==> src/rtl/mem_pkg.sv <==
// Shared types and constants for the BRAM port arbiter and memory wrapper.
package mem_pkg;

    typedef enum logic {
        OWN_IF = 1'b0,
        OWN_LS = 1'b1
    } owner_e;

    typedef enum logic {
        READY  = 1'b0,
        WR_GAP = 1'b1
    } arb_state_e;

    localparam int READ_LAT_DEF = 3;
    localparam int STREAK_W     = 3;

endpackage

==> src/rtl/mem_port_arbiter_if.sv <==
// Requester and BRAM-side signals of one arbitrated memory port.
interface mem_port_arbiter_if #(
    parameter int ADDR_W = 32
);
    logic              if_req;
    logic [ADDR_W-1:0] if_addr;
    logic              if_gnt;
    logic              if_rvalid;
    logic [31:0]       if_rdata;
    logic [ADDR_W-1:0] if_raddr;

    logic              ls_req;
    logic [3:0]        ls_we;
    logic [ADDR_W-1:0] ls_addr;
    logic [31:0]       ls_wdata;
    logic              ls_gnt;
    logic              ls_rvalid;
    logic [31:0]       ls_rdata;
    logic [ADDR_W-1:0] ls_raddr;

    logic              mem_en;
    logic [3:0]        mem_we;
    logic [ADDR_W-1:0] mem_addr;
    logic [31:0]       mem_din;
    logic [31:0]       mem_dout;

    logic              busy;

    modport slave (
        input  if_req, if_addr,
        output if_gnt, if_rvalid, if_rdata, if_raddr,
        input  ls_req, ls_we, ls_addr, ls_wdata,
        output ls_gnt, ls_rvalid, ls_rdata, ls_raddr,
        output mem_en, mem_we, mem_addr, mem_din,
        input  mem_dout,
        output busy
    );

    modport master (
        output if_req, if_addr,
        input  if_gnt, if_rvalid, if_rdata, if_raddr,
        output ls_req, ls_we, ls_addr, ls_wdata,
        input  ls_gnt, ls_rvalid, ls_rdata, ls_raddr,
        input  mem_en, mem_we, mem_addr, mem_din,
        output mem_dout,
        input  busy
    );
endinterface

==> src/rtl/mem_rd_tag_pipe.sv <==
// Fixed-depth shift register of {valid, owner, addr} tags for in-flight reads.
module mem_rd_tag_pipe
    import mem_pkg::*;
#(
    parameter int DEPTH  = READ_LAT_DEF,
    parameter int ADDR_W = 32
) (
    input  logic              clk,
    input  logic              rst_n,
    input  logic              in_valid,
    input  owner_e            in_owner,
    input  logic [ADDR_W-1:0] in_addr,
    output logic              out_valid,
    output owner_e            out_owner,
    output logic [ADDR_W-1:0] out_addr,
    output logic              any_valid
);

    logic [DEPTH-1:0]  vld_q, vld_d;
    owner_e            own_q  [DEPTH];
    owner_e            own_d  [DEPTH];
    logic [ADDR_W-1:0] addr_q [DEPTH];
    logic [ADDR_W-1:0] addr_d [DEPTH];

    always_comb begin
        vld_d[0]  = in_valid;
        own_d[0]  = in_owner;
        addr_d[0] = in_valid ? in_addr : '0;
        for (int i = 1; i < DEPTH; i++) begin
            vld_d[i]  = vld_q[i-1];
            own_d[i]  = own_q[i-1];
            addr_d[i] = addr_q[i-1];
        end
    end

    always_ff @(posedge clk or negedge rst_n) begin
        if (!rst_n) begin
            vld_q <= '0;
            for (int i = 0; i < DEPTH; i++) begin
                own_q[i]  <= OWN_IF;
                addr_q[i] <= '0;
            end
        end else begin
            vld_q <= vld_d;
            for (int i = 0; i < DEPTH; i++) begin
                own_q[i]  <= own_d[i];
                addr_q[i] <= addr_d[i];
            end
        end
    end

    assign out_valid = vld_q[DEPTH-1];
    assign out_owner = own_q[DEPTH-1];
    assign out_addr  = addr_q[DEPTH-1];
    assign any_valid = |vld_q;

endmodule

==> src/rtl/mem_port_arbiter.sv <==
// Two-requester (IF read-only, LS read/write) arbiter for one BRAM port,
// with write-turnaround bubble, LS streak limit and read return routing.
module mem_port_arbiter
    import mem_pkg::*;
#(
    parameter int READ_LAT      = READ_LAT_DEF,
    parameter int MAX_LS_STREAK = 4,
    parameter int ADDR_W        = 32
) (
    input logic               clk,
    input logic               rst_n,
    mem_port_arbiter_if.slave bus
);

    arb_state_e          state_q, state_d;
    logic [STREAK_W-1:0] streak_q, streak_d;

    logic              if_gnt_c, ls_gnt_c, ls_wr_c;
    logic              rd_valid;
    owner_e            rd_owner;
    logic [ADDR_W-1:0] rd_addr;
    logic              pipe_busy;

    // IF wins contention only once LS has used up its streak allowance
    always_comb begin
        if_gnt_c = 1'b0;
        ls_gnt_c = 1'b0;
        if (rst_n && state_q == READY) begin
            if (bus.ls_req &&
                !(bus.if_req && int'(streak_q) == MAX_LS_STREAK)) begin
                ls_gnt_c = 1'b1;
            end else if (bus.if_req) begin
                if_gnt_c = 1'b1;
            end
        end
    end

    assign ls_wr_c = ls_gnt_c && (bus.ls_we != 4'b0);

    always_comb begin
        state_d = state_q;
        unique case (state_q)
            READY:  if (ls_wr_c) state_d = WR_GAP;
            WR_GAP: state_d = READY;
            default: state_d = READY;
        endcase
    end

    always_comb begin
        streak_d = streak_q;
        if (!bus.if_req || if_gnt_c) begin
            streak_d = '0;
        end else if (ls_gnt_c && streak_q != '1) begin
            streak_d = streak_q + 1'b1;
        end
    end

    always_ff @(posedge clk or negedge rst_n) begin
        if (!rst_n) begin
            state_q  <= READY;
            streak_q <= '0;
        end else begin
            state_q  <= state_d;
            streak_q <= streak_d;
        end
    end

    always_comb begin
        bus.if_gnt   = if_gnt_c;
        bus.ls_gnt   = ls_gnt_c;
        bus.mem_en   = if_gnt_c | ls_gnt_c;
        bus.mem_we   = 4'b0;
        bus.mem_addr = '0;
        bus.mem_din  = 32'b0;
        if (ls_gnt_c) begin
            bus.mem_we   = bus.ls_we;
            bus.mem_addr = bus.ls_addr;
            bus.mem_din  = bus.ls_wdata;
        end else if (if_gnt_c) begin
            bus.mem_addr = bus.if_addr;
        end
    end

    mem_rd_tag_pipe #(
        .DEPTH  (READ_LAT),
        .ADDR_W (ADDR_W)
    ) u_tag_pipe (
        .clk       (clk),
        .rst_n     (rst_n),
        .in_valid  (if_gnt_c | (ls_gnt_c & ~ls_wr_c)),
        .in_owner  (ls_gnt_c ? OWN_LS : OWN_IF),
        .in_addr   (ls_gnt_c ? bus.ls_addr : bus.if_addr),
        .out_valid (rd_valid),
        .out_owner (rd_owner),
        .out_addr  (rd_addr),
        .any_valid (pipe_busy)
    );

    always_comb begin
        bus.if_rvalid = 1'b0;
        bus.if_rdata  = 32'b0;
        bus.if_raddr  = '0;
        bus.ls_rvalid = 1'b0;
        bus.ls_rdata  = 32'b0;
        bus.ls_raddr  = '0;
        if (rd_valid && rd_owner == OWN_IF) begin
            bus.if_rvalid = 1'b1;
            bus.if_rdata  = bus.mem_dout;
            bus.if_raddr  = rd_addr;
        end
        if (rd_valid && rd_owner == OWN_LS) begin
            bus.ls_rvalid = 1'b1;
            bus.ls_rdata  = bus.mem_dout;
            bus.ls_raddr  = rd_addr;
        end
    end

    assign bus.busy = pipe_busy | (state_q == WR_GAP);

endmodule

==> src/flat_wrapper.sv <==
// flat-port wrapper written by rule: the top's interface ports become plain ports
module mem_port_arbiter_flat import mem_pkg::*;
#(
    parameter int READ_LAT      = READ_LAT_DEF,
    parameter int MAX_LS_STREAK = 4,
    parameter int ADDR_W        = 32
)
  (clk, rst_n, bus_if_req, bus_if_addr, bus_if_gnt, bus_if_rvalid, bus_if_rdata, bus_if_raddr, bus_ls_req, bus_ls_we, bus_ls_addr, bus_ls_wdata, bus_ls_gnt, bus_ls_rvalid, bus_ls_rdata, bus_ls_raddr, bus_mem_en, bus_mem_we, bus_mem_addr, bus_mem_din, bus_mem_dout, bus_busy);
  mem_port_arbiter_if #(.ADDR_W(ADDR_W)) bus_i ();
  input logic clk;
  input logic rst_n;
  input wire logic [$bits(bus_i.if_req)-1:0] bus_if_req;
  input wire logic [$bits(bus_i.if_addr)-1:0] bus_if_addr;
  output wire logic [$bits(bus_i.if_gnt)-1:0] bus_if_gnt;
  output wire logic [$bits(bus_i.if_rvalid)-1:0] bus_if_rvalid;
  output wire logic [$bits(bus_i.if_rdata)-1:0] bus_if_rdata;
  output wire logic [$bits(bus_i.if_raddr)-1:0] bus_if_raddr;
  input wire logic [$bits(bus_i.ls_req)-1:0] bus_ls_req;
  input wire logic [$bits(bus_i.ls_we)-1:0] bus_ls_we;
  input wire logic [$bits(bus_i.ls_addr)-1:0] bus_ls_addr;
  input wire logic [$bits(bus_i.ls_wdata)-1:0] bus_ls_wdata;
  output wire logic [$bits(bus_i.ls_gnt)-1:0] bus_ls_gnt;
  output wire logic [$bits(bus_i.ls_rvalid)-1:0] bus_ls_rvalid;
  output wire logic [$bits(bus_i.ls_rdata)-1:0] bus_ls_rdata;
  output wire logic [$bits(bus_i.ls_raddr)-1:0] bus_ls_raddr;
  output wire logic [$bits(bus_i.mem_en)-1:0] bus_mem_en;
  output wire logic [$bits(bus_i.mem_we)-1:0] bus_mem_we;
  output wire logic [$bits(bus_i.mem_addr)-1:0] bus_mem_addr;
  output wire logic [$bits(bus_i.mem_din)-1:0] bus_mem_din;
  input wire logic [$bits(bus_i.mem_dout)-1:0] bus_mem_dout;
  output wire logic [$bits(bus_i.busy)-1:0] bus_busy;
  assign bus_i.if_req = bus_if_req;
  assign bus_i.if_addr = bus_if_addr;
  assign bus_if_gnt = bus_i.if_gnt;
  assign bus_if_rvalid = bus_i.if_rvalid;
  assign bus_if_rdata = bus_i.if_rdata;
  assign bus_if_raddr = bus_i.if_raddr;
  assign bus_i.ls_req = bus_ls_req;
  assign bus_i.ls_we = bus_ls_we;
  assign bus_i.ls_addr = bus_ls_addr;
  assign bus_i.ls_wdata = bus_ls_wdata;
  assign bus_ls_gnt = bus_i.ls_gnt;
  assign bus_ls_rvalid = bus_i.ls_rvalid;
  assign bus_ls_rdata = bus_i.ls_rdata;
  assign bus_ls_raddr = bus_i.ls_raddr;
  assign bus_mem_en = bus_i.mem_en;
  assign bus_mem_we = bus_i.mem_we;
  assign bus_mem_addr = bus_i.mem_addr;
  assign bus_mem_din = bus_i.mem_din;
  assign bus_i.mem_dout = bus_mem_dout;
  assign bus_busy = bus_i.busy;
  mem_port_arbiter #(.READ_LAT(READ_LAT), .MAX_LS_STREAK(MAX_LS_STREAK), .ADDR_W(ADDR_W)) u_core (.clk(clk), .rst_n(rst_n), .bus(bus_i));
endmodule
==> config.mk <==
export PLATFORM = sky130hd
export DESIGN_NAME = mem_port_arbiter_flat
export DESIGN_NICKNAME = d
export VERILOG_FILES = /design/src/rtl/mem_pkg.sv /design/src/rtl/mem_port_arbiter_if.sv /design/src/rtl/mem_rd_tag_pipe.sv /design/src/rtl/mem_port_arbiter.sv /design/src/flat_wrapper.sv
export SDC_FILE = /design/constraint.sdc
export NUM_CORES = 1
export LEC_CHECK = 0
export CORE_AREA = 2 2 129 131
export DETAILED_ROUTE_END_ITERATION = 8
export DIE_AREA = 0 0 131 133
export PLACE_DENSITY = 0.67
export SLEW_MARGIN = 20
export SYNTH_ARGS = -nofsm -noshare
export SYNTH_HDL_FRONTEND = slang
export SYNTH_SLANG_ARGS = --single-unit
==> constraint.sdc <==
create_clock -name clk -period 5.4 [get_ports clk]
set_clock_uncertainty 0.2 [all_clocks]
set_input_delay 0.81 -clock clk [delete_from_list [all_inputs] [get_ports clk]]
set_output_delay 0.81 -clock clk [all_outputs]
set_load 0.02 [all_outputs]
# Word level (Yosys, flattened, before mapping)
# Index checks and enable logic that the tools add are counted.
# classes
mux	22
add_sub_neg	1
bitwise_logic	7
n_reduce_logical	13
eq_ne	2
# op_table
cell	n
32-bit 2-to-1 mux	9
1-bit 2-to-1 mux	9
1-bit logical AND	7
3-bit 2-to-1 mux	2
4-bit 2-to-1 mux	1
4-bit nonzero test	1
3-bit by 1-bit adder with 3-bit output, second input constant	1
3-bit == test, second input constant	1
3-bit inequality test, second input constant	1
1-bit NOT	3
1-bit OR	3
3-bit OR reduction	1
1-bit logical NOT	2
1-bit one-hot mux with 2 select lines	1
2-bit nonzero test	1
1-bit AND	1
1-bit logical OR	1
# word_totals
inputBits	136
wordCells	54
regBits	106
output_inout_bits	202

# Longest topological paths before layout
# logic_depth
ltp_word	11
mapped_depth	8
mapped_depth_nobuf	5

# Cells and area by module
# Synthesis repeated with hierarchy kept, for this count alone.
# unflattened
cells_unflattened	439
area_unflattened_um2	4998.5
# modules_own_cells
module	cells_per_inst	seq_area_each_um2	area_each_um2	instances
mem_rd_tag_pipe	138	2552.4	2813.9	1
mem_port_arbiter	301	100.1	2184.6	1

# Worst setup path after synthesis
# Ideal clock, no wire load.
# synth_timing
path_kind	input port to output port
startpoint	input port bus_if_req
endpoint	output port bus_mem_din[22]
path_stages	5
path_slack_ps	2626
n_path_buf	2
t_arrival_ps	1764
cell_sequence	and3_1 buf_4 nor2_8 buf_2 and2_1
# synth_between
elab_chain_cells	6
# synth_rtl
element	line	source
start: declaration	flat_wrapper.sv:12	input wire logic [$bits(bus_i.if_req)-1:0] bus_if_req;
1-bit logical AND	mem_port_arbiter.sv:30	!(bus.if_req && int'(streak_q) == MAX_LS_STREAK)) begin
1-bit logical NOT	mem_port_arbiter.sv:30	
1-bit logical AND	mem_port_arbiter.sv:29	if (bus.ls_req &&
1-bit 2-to-1 mux	mem_port_arbiter.sv:29	
1-bit 2-to-1 mux	mem_port_arbiter.sv:28	if (rst_n && state_q == READY) begin
named net bus_ls_gnt	flat_wrapper.sv:22	output wire logic [$bits(bus_i.ls_gnt)-1:0] bus_ls_gnt;
32-bit 2-to-1 mux	mem_port_arbiter.sv:75	if (ls_gnt_c) begin
end: declaration	flat_wrapper.sv:29	output wire logic [$bits(bus_i.mem_din)-1:0] bus_mem_din;
# The timed path passes the listed nets, and every way through them passes these cells.

# Worst setup path after layout
# layout_timing
startpoint	input port rst_n
endpoint	output port bus_mem_addr[0]
# layout_between
elab_chain_cells	4
elab_cells_between_ends	5
# layout_rtl
element	line	source
start: declaration	flat_wrapper.sv:11	input logic rst_n;
1-bit logical AND (*)	mem_port_arbiter.sv:28	
1-bit 2-to-1 mux	mem_port_arbiter.sv:28	
32-bit 2-to-1 mux	mem_port_arbiter.sv:79	end else if (if_gnt_c) begin
32-bit 2-to-1 mux (*)	mem_port_arbiter.sv:75	
end: declaration	flat_wrapper.sv:28	output wire logic [$bits(bus_i.mem_addr)-1:0] bus_mem_addr;
# Mark *: on every way between the ends. The rest lies on a longest branch, timed or not.

==> report_table.html <==
<table>
<tr><th>Metric</th><th>Value</th></tr>
<tr><th colspan="2">Run status</th></tr>
<tr><td>Outcome</td><td>completed</td></tr>
<tr><th colspan="2">Routing</th></tr>
<tr><td>Total number of vias</td><td>~4,500</td></tr>
<tr><td>Post-route ant nets</td><td>0</td></tr>
<tr><td>DR iter-0 viols</td><td>roughly 160</td></tr>
<tr><td>Overall routed net length</td><td>16,200 um</td></tr>
<tr><td>DR vias/cell</td><td>~4.7</td></tr>
<tr><td>Number of remaining DRC errors</td><td>0</td></tr>
<tr><td>Routed wire length per instance</td><td>about 17 um</td></tr>
<tr><td>Length of the first detailed-routing pass in iterations</td><td>4</td></tr>
<tr><th colspan="2">STA</th></tr>
<tr><td>Peak clock frequency supported by timing</td><td>about 230 MHz</td></tr>
<tr><td>Worst Tran Pin Value</td><td>roughly 0.98 ns</td></tr>
<tr><td>RSZ-0062 raised after global routing</td><td>false</td></tr>
<tr><td>Final period utilization</td><td>around 80%</td></tr>
<tr><td>Final Max Tran Viols</td><td>0</td></tr>
<tr><td>Final Setup Violations</td><td>0</td></tr>
<tr><td>Final Hold Violating Endpoints</td><td>0</td></tr>
<tr><td>Total negative slack</td><td>0 ns</td></tr>
<tr><td>Max-slew headroom at the worst pin</td><td>34.3%</td></tr>
<tr><td>Minimum clock period</td><td>between 4 and 5 ns</td></tr>
<tr><th colspan="2">Synth</th></tr>
<tr><td>Part of the Yosys area used for sequential elements</td><td>between 50% and 60%</td></tr>
<tr><td>Flops &amp; latches, synth</td><td>106</td></tr>
<tr><td>Nets in the synthesized netlist</td><td>~550</td></tr>
<tr><td>Most common flop cell mapped by yosys</td><td>sky130_fd_sc_hd__dfrtp_1</td></tr>
<tr><td>Yosys cell types</td><td>32</td></tr>
<tr><td>Yosys warns</td><td>0</td></tr>
<tr><td>Number of enable flip-flop cells after synthesis</td><td>0</td></tr>
<tr><td>Average cell area after synthesis</td><td>approximately 12 um2</td></tr>
<tr><td>Combined area of all synthesized cells</td><td>about 4800 um2</td></tr>
<tr><td>Post-synthesis async set-or-reset flop share</td><td>100%</td></tr>
<tr><td>Post-Syn Instances</td><td>roughly 410</td></tr>
<tr><th colspan="2">Setup path</th></tr>
<tr><td>Critical path launch point type</td><td>primary input</td></tr>
<tr><td>Top Family by Delay on Critical Path</td><td>buffers and inverters</td></tr>
<tr><td>Required time reported for the critical path endpoint</td><td>4.39 ns</td></tr>
<tr><td>Critical path endpoint category</td><td>output pin</td></tr>
<tr><td>Start-to-end type of the worst setup path</td><td>primary input to output pin</td></tr>
<tr><td>Master of the slowest instance on the critical path</td><td>sky130_fd_sc_hd__clkdlybuf4s50_1</td></tr>
<tr><td>Delay contributed by the slowest stage of the critical path</td><td>0.62 ns</td></tr>
<tr><td>CP Buf/Inv Count</td><td>3</td></tr>
<tr><td>Top fanout value on the critical path</td><td>between 60 and 70</td></tr>
<tr><td>Crit-path cells</td><td>buf_4 -&gt; nand3b_1 -&gt; nor2_8 -&gt; buf_12 -&gt; a22o_1 -&gt; clkdlybuf4s50_1</td></tr>
<tr><td>Worst endpoint data arrival time</td><td>3.31 ns</td></tr>
<tr><th colspan="2">Global routing</th></tr>
<tr><td>Vias in the first global route</td><td>~4,500</td></tr>
<tr><td>Global-route wire length before repair</td><td>between 20,000 and 25,000 um</td></tr>
<tr><td>Gr ovfl total</td><td>0</td></tr>
<tr><td>GR Util All Layers</td><td>17.7%</td></tr>
<tr><td>Pin count of the biggest net entering global routing</td><td>70</td></tr>
<tr><td>Initial antenna violation count</td><td>0</td></tr>
<tr><th colspan="2">Placed design</th></tr>
<tr><td>Final estimated routing congestion in global placement</td><td>0.862</td></tr>
<tr><td>Final HPWL from detailed placement</td><td>12,500 um</td></tr>
<tr><td>Instance count after placement with tap cells included</td><td>933</td></tr>
<tr><td>Port bufs</td><td>approximately 340</td></tr>
<tr><th colspan="2">CTS</th></tr>
<tr><td>Sink count of the clock tree</td><td>~110</td></tr>
<tr><td>Root cell of the clock tree</td><td>sky130_fd_sc_hd__clkbuf_16</td></tr>
<tr><td>Number of gates resized after cts</td><td>0</td></tr>
<tr><td>Post-CTS Hold Buffers</td><td>0</td></tr>
<tr><td>Post-CTS Setup Bufs</td><td>0</td></tr>
<tr><td>Clock buffers created by TritonCTS</td><td>9</td></tr>
<tr><td>Later-pin clock latency in the skew report</td><td>approximately 0.33 ns</td></tr>
<tr><td>Reg clk slew, reported paths</td><td>0.07 ns</td></tr>
<tr><td>Maximum buffer depth of the clock tree</td><td>2</td></tr>
<tr><td>Clock tree from TritonCTS</td><td>built</td></tr>
<tr><td>H-Tree Level Count</td><td>3</td></tr>
<tr><th colspan="2">Final layout</th></tr>
<tr><td>Most common library cell in the layout ignoring fill and taps</td><td>sky130_fd_sc_hd__clkdlybuf4s50_1</td></tr>
<tr><td>Post-route non-filler standard cell count</td><td>950</td></tr>
<tr><td>Total inserted antenna cells</td><td>0</td></tr>
<tr><td>Area added between synthesis and finish</td><td>80.5%</td></tr>
<tr><td>NumNets Final</td><td>864</td></tr>
<tr><td>Commonest cells after routing, fill and taps aside</td><td>sky130_fd_sc_hd__clkdlybuf4s50_1, sky130_fd_sc_hd__dfrtp_1, sky130_fd_sc_hd__and2_1</td></tr>
<tr><td>Share of cells above drive strength 1</td><td>4.11%</td></tr>
<tr><th colspan="2">Hold path</th></tr>
<tr><td>Path type of the worst min-delay path</td><td>flop to flop</td></tr>
<tr><th colspan="2">Pwr</th></tr>
<tr><td>Pwr dens</td><td>about 200 nW/um2</td></tr>
<tr><td>Leakage power</td><td>around 3.8 nW</td></tr>
<tr><td>IR drop worst, VDD</td><td>between 0.0001 and 0.00015 V</td></tr>
<tr><th colspan="2">Die</th></tr>
<tr><td>Placeable core region</td><td>about 16,000 um2</td></tr>
<tr><td>Total die area</td><td>17,400 um2</td></tr>
<tr><td>Starting Density</td><td>about 30%</td></tr>
<tr><td>Die boundary width</td><td>approximately 130 um</td></tr>
<tr><td>Die boundary height</td><td>133 um</td></tr>
<tr><td>Standard-cell row count</td><td>47</td></tr>
<tr><td>Count of boundary I/O pins</td><td>approximately 340</td></tr>
<tr><th colspan="2">Job</th></tr>
<tr><td>Max-capacitance violation count</td><td>0</td></tr>
</table>
-- stage by stage --
stage / cell area (um2) / setup slack [ns] / power (mW) / hold WS (ns) / util (%)
6_report: 8580 / 1.08 / 1.77 / 0.143 / 53.1
5_1_grt: 8580 / 0.890 / 1.85 / 0.147 / 53.1
4_1_cts: 8560 / 1.04 / 1.79 / 0.147 / 52.9
3_5_place_dp: 8270 / 1.04 / 1.17 / 0.135 / 51.1
3_3_place_gp: 8270 / 1.11 / 1.17 / 0.131 / 51.1
2_1_floorplan: 4760 / 2.63 / 0.962 / 0.131 / -
-- registers in the layout, summed over array words and instances, names as in the netlist --
signal                       cells
u_core.u_tag_pipe.out_owner      1
u_core.state_q                   1
u_core.u_tag_pipe.addr_d        64
u_core.u_tag_pipe.out_addr      32
u_core.u_tag_pipe.own_d          2
u_core.streak_q                  3
u_core.u_tag_pipe.vld_q          3
-- worst register-to-register path, delay by kind of cell (launching register included) --
family	cells	cell delay, ns
and+or+nand+nor	2	0.75
buffers and inverters	2	0.40
DFF	1	0.38
AOI/OAI and AO/OA	1	0.28
adders and majority gates	1	0.24
-- kinds of logic after synthesis --
logic type | count (synthesis) | synth area share [%]
flip-flops | 106 | 55.8
adder cells (fa/ha/maj) | 3 | 0.789
AND/OR/NAND/NOR | 185 | 24.8
AO/OA/AOI/OAI | 74 | 14.0
buffers and inverters | 44 | 4.63
-- path summary, 6_finish.rpt --
| check | start | endpoint | slack (ns) | cells after the start |
|---|---|---|---|---|
| worst min-delay path | u_core.u_tag_pipe.addr_d[11] | u_core.u_tag_pipe.out_addr[11] | 0.14 | 0 |
| worst max-delay path | rst_n | bus_mem_addr[0] | 1.08 | 6 |
| worst min register to register | u_core.u_tag_pipe.addr_d[11] | u_core.u_tag_pipe.out_addr[11] | 0.14 | 0 |
| min in group asynchronous | rst_n | u_core.u_tag_pipe.out_addr[25] | 0.26 | 1 |
| worst max register to register | u_core.streak_q[0] | u_core.u_tag_pipe.addr_d[59] | 3.09 | 6 |
| max in group asynchronous | rst_n | u_core.u_tag_pipe.out_addr[2] | 3.54 | 2 |
-- cell usage after synthesis, types with 2 or more instances --
| cell | number | share of area (%) |
|---|---|---|
| sky130_fd_sc_hd__nor2b_1 | 3 | 0.39 |
| sky130_fd_sc_hd__dfrtp_1 | 106 | 56 |
| sky130_fd_sc_hd__inv_1 | 3 | 0.24 |
| sky130_fd_sc_hd__a32o_1 | 31 | 6.5 |
| sky130_fd_sc_hd__o21ai_0 | 4 | 0.42 |
| sky130_fd_sc_hd__nand3_1 | 4 | 0.42 |
| sky130_fd_sc_hd__clkbuf_2 | 3 | 0.32 |
| sky130_fd_sc_hd__and3_1 | 65 | 8.5 |
| sky130_fd_sc_hd__buf_2 | 8 | 0.84 |
| sky130_fd_sc_hd__nand3b_1 | 2 | 0.32 |
| sky130_fd_sc_hd__buf_4 | 7 | 1.1 |
| sky130_fd_sc_hd__a21oi_1 | 3 | 0.32 |
| sky130_fd_sc_hd__clkbuf_1 | 21 | 1.7 |
| sky130_fd_sc_hd__and2_1 | 101 | 13 |
| sky130_fd_sc_hd__ha_1 | 3 | 0.79 |
| sky130_fd_sc_hd__a22o_1 | 31 | 5.7 |
| sky130_fd_sc_hd__buf_6 | 2 | 0.47 |
-- routing by layer --
metal	GRT usage, %	part of all wire [%]	vias up
li1	-	-	2088
met1	19.9	38	2147
met2	33.1	52	222
met3	3.56	7.7	18
met4	5.44	1.9	0
met5	0	0	-
-- power by group --
part / total [mW] / switching, mW / internal, mW
registers: 0.839 / 0.0177 / 0.821
clock network: 0.607 / 0.269 / 0.338
logic: 0.319 / 0.144 / 0.175
total: 1.77 / 0.431 / 1.33
-- cell type report --
class	count	area, um2
multi-input cells	262	1890
flip-flops and latches	106	2650
inverters	3	11.3
well taps	220	275
clock buffers	11	253
repair buffers	343	3460
fillers	1405	7590
clock inverters	5	38.8
Power figures use the tool's default switching activity.
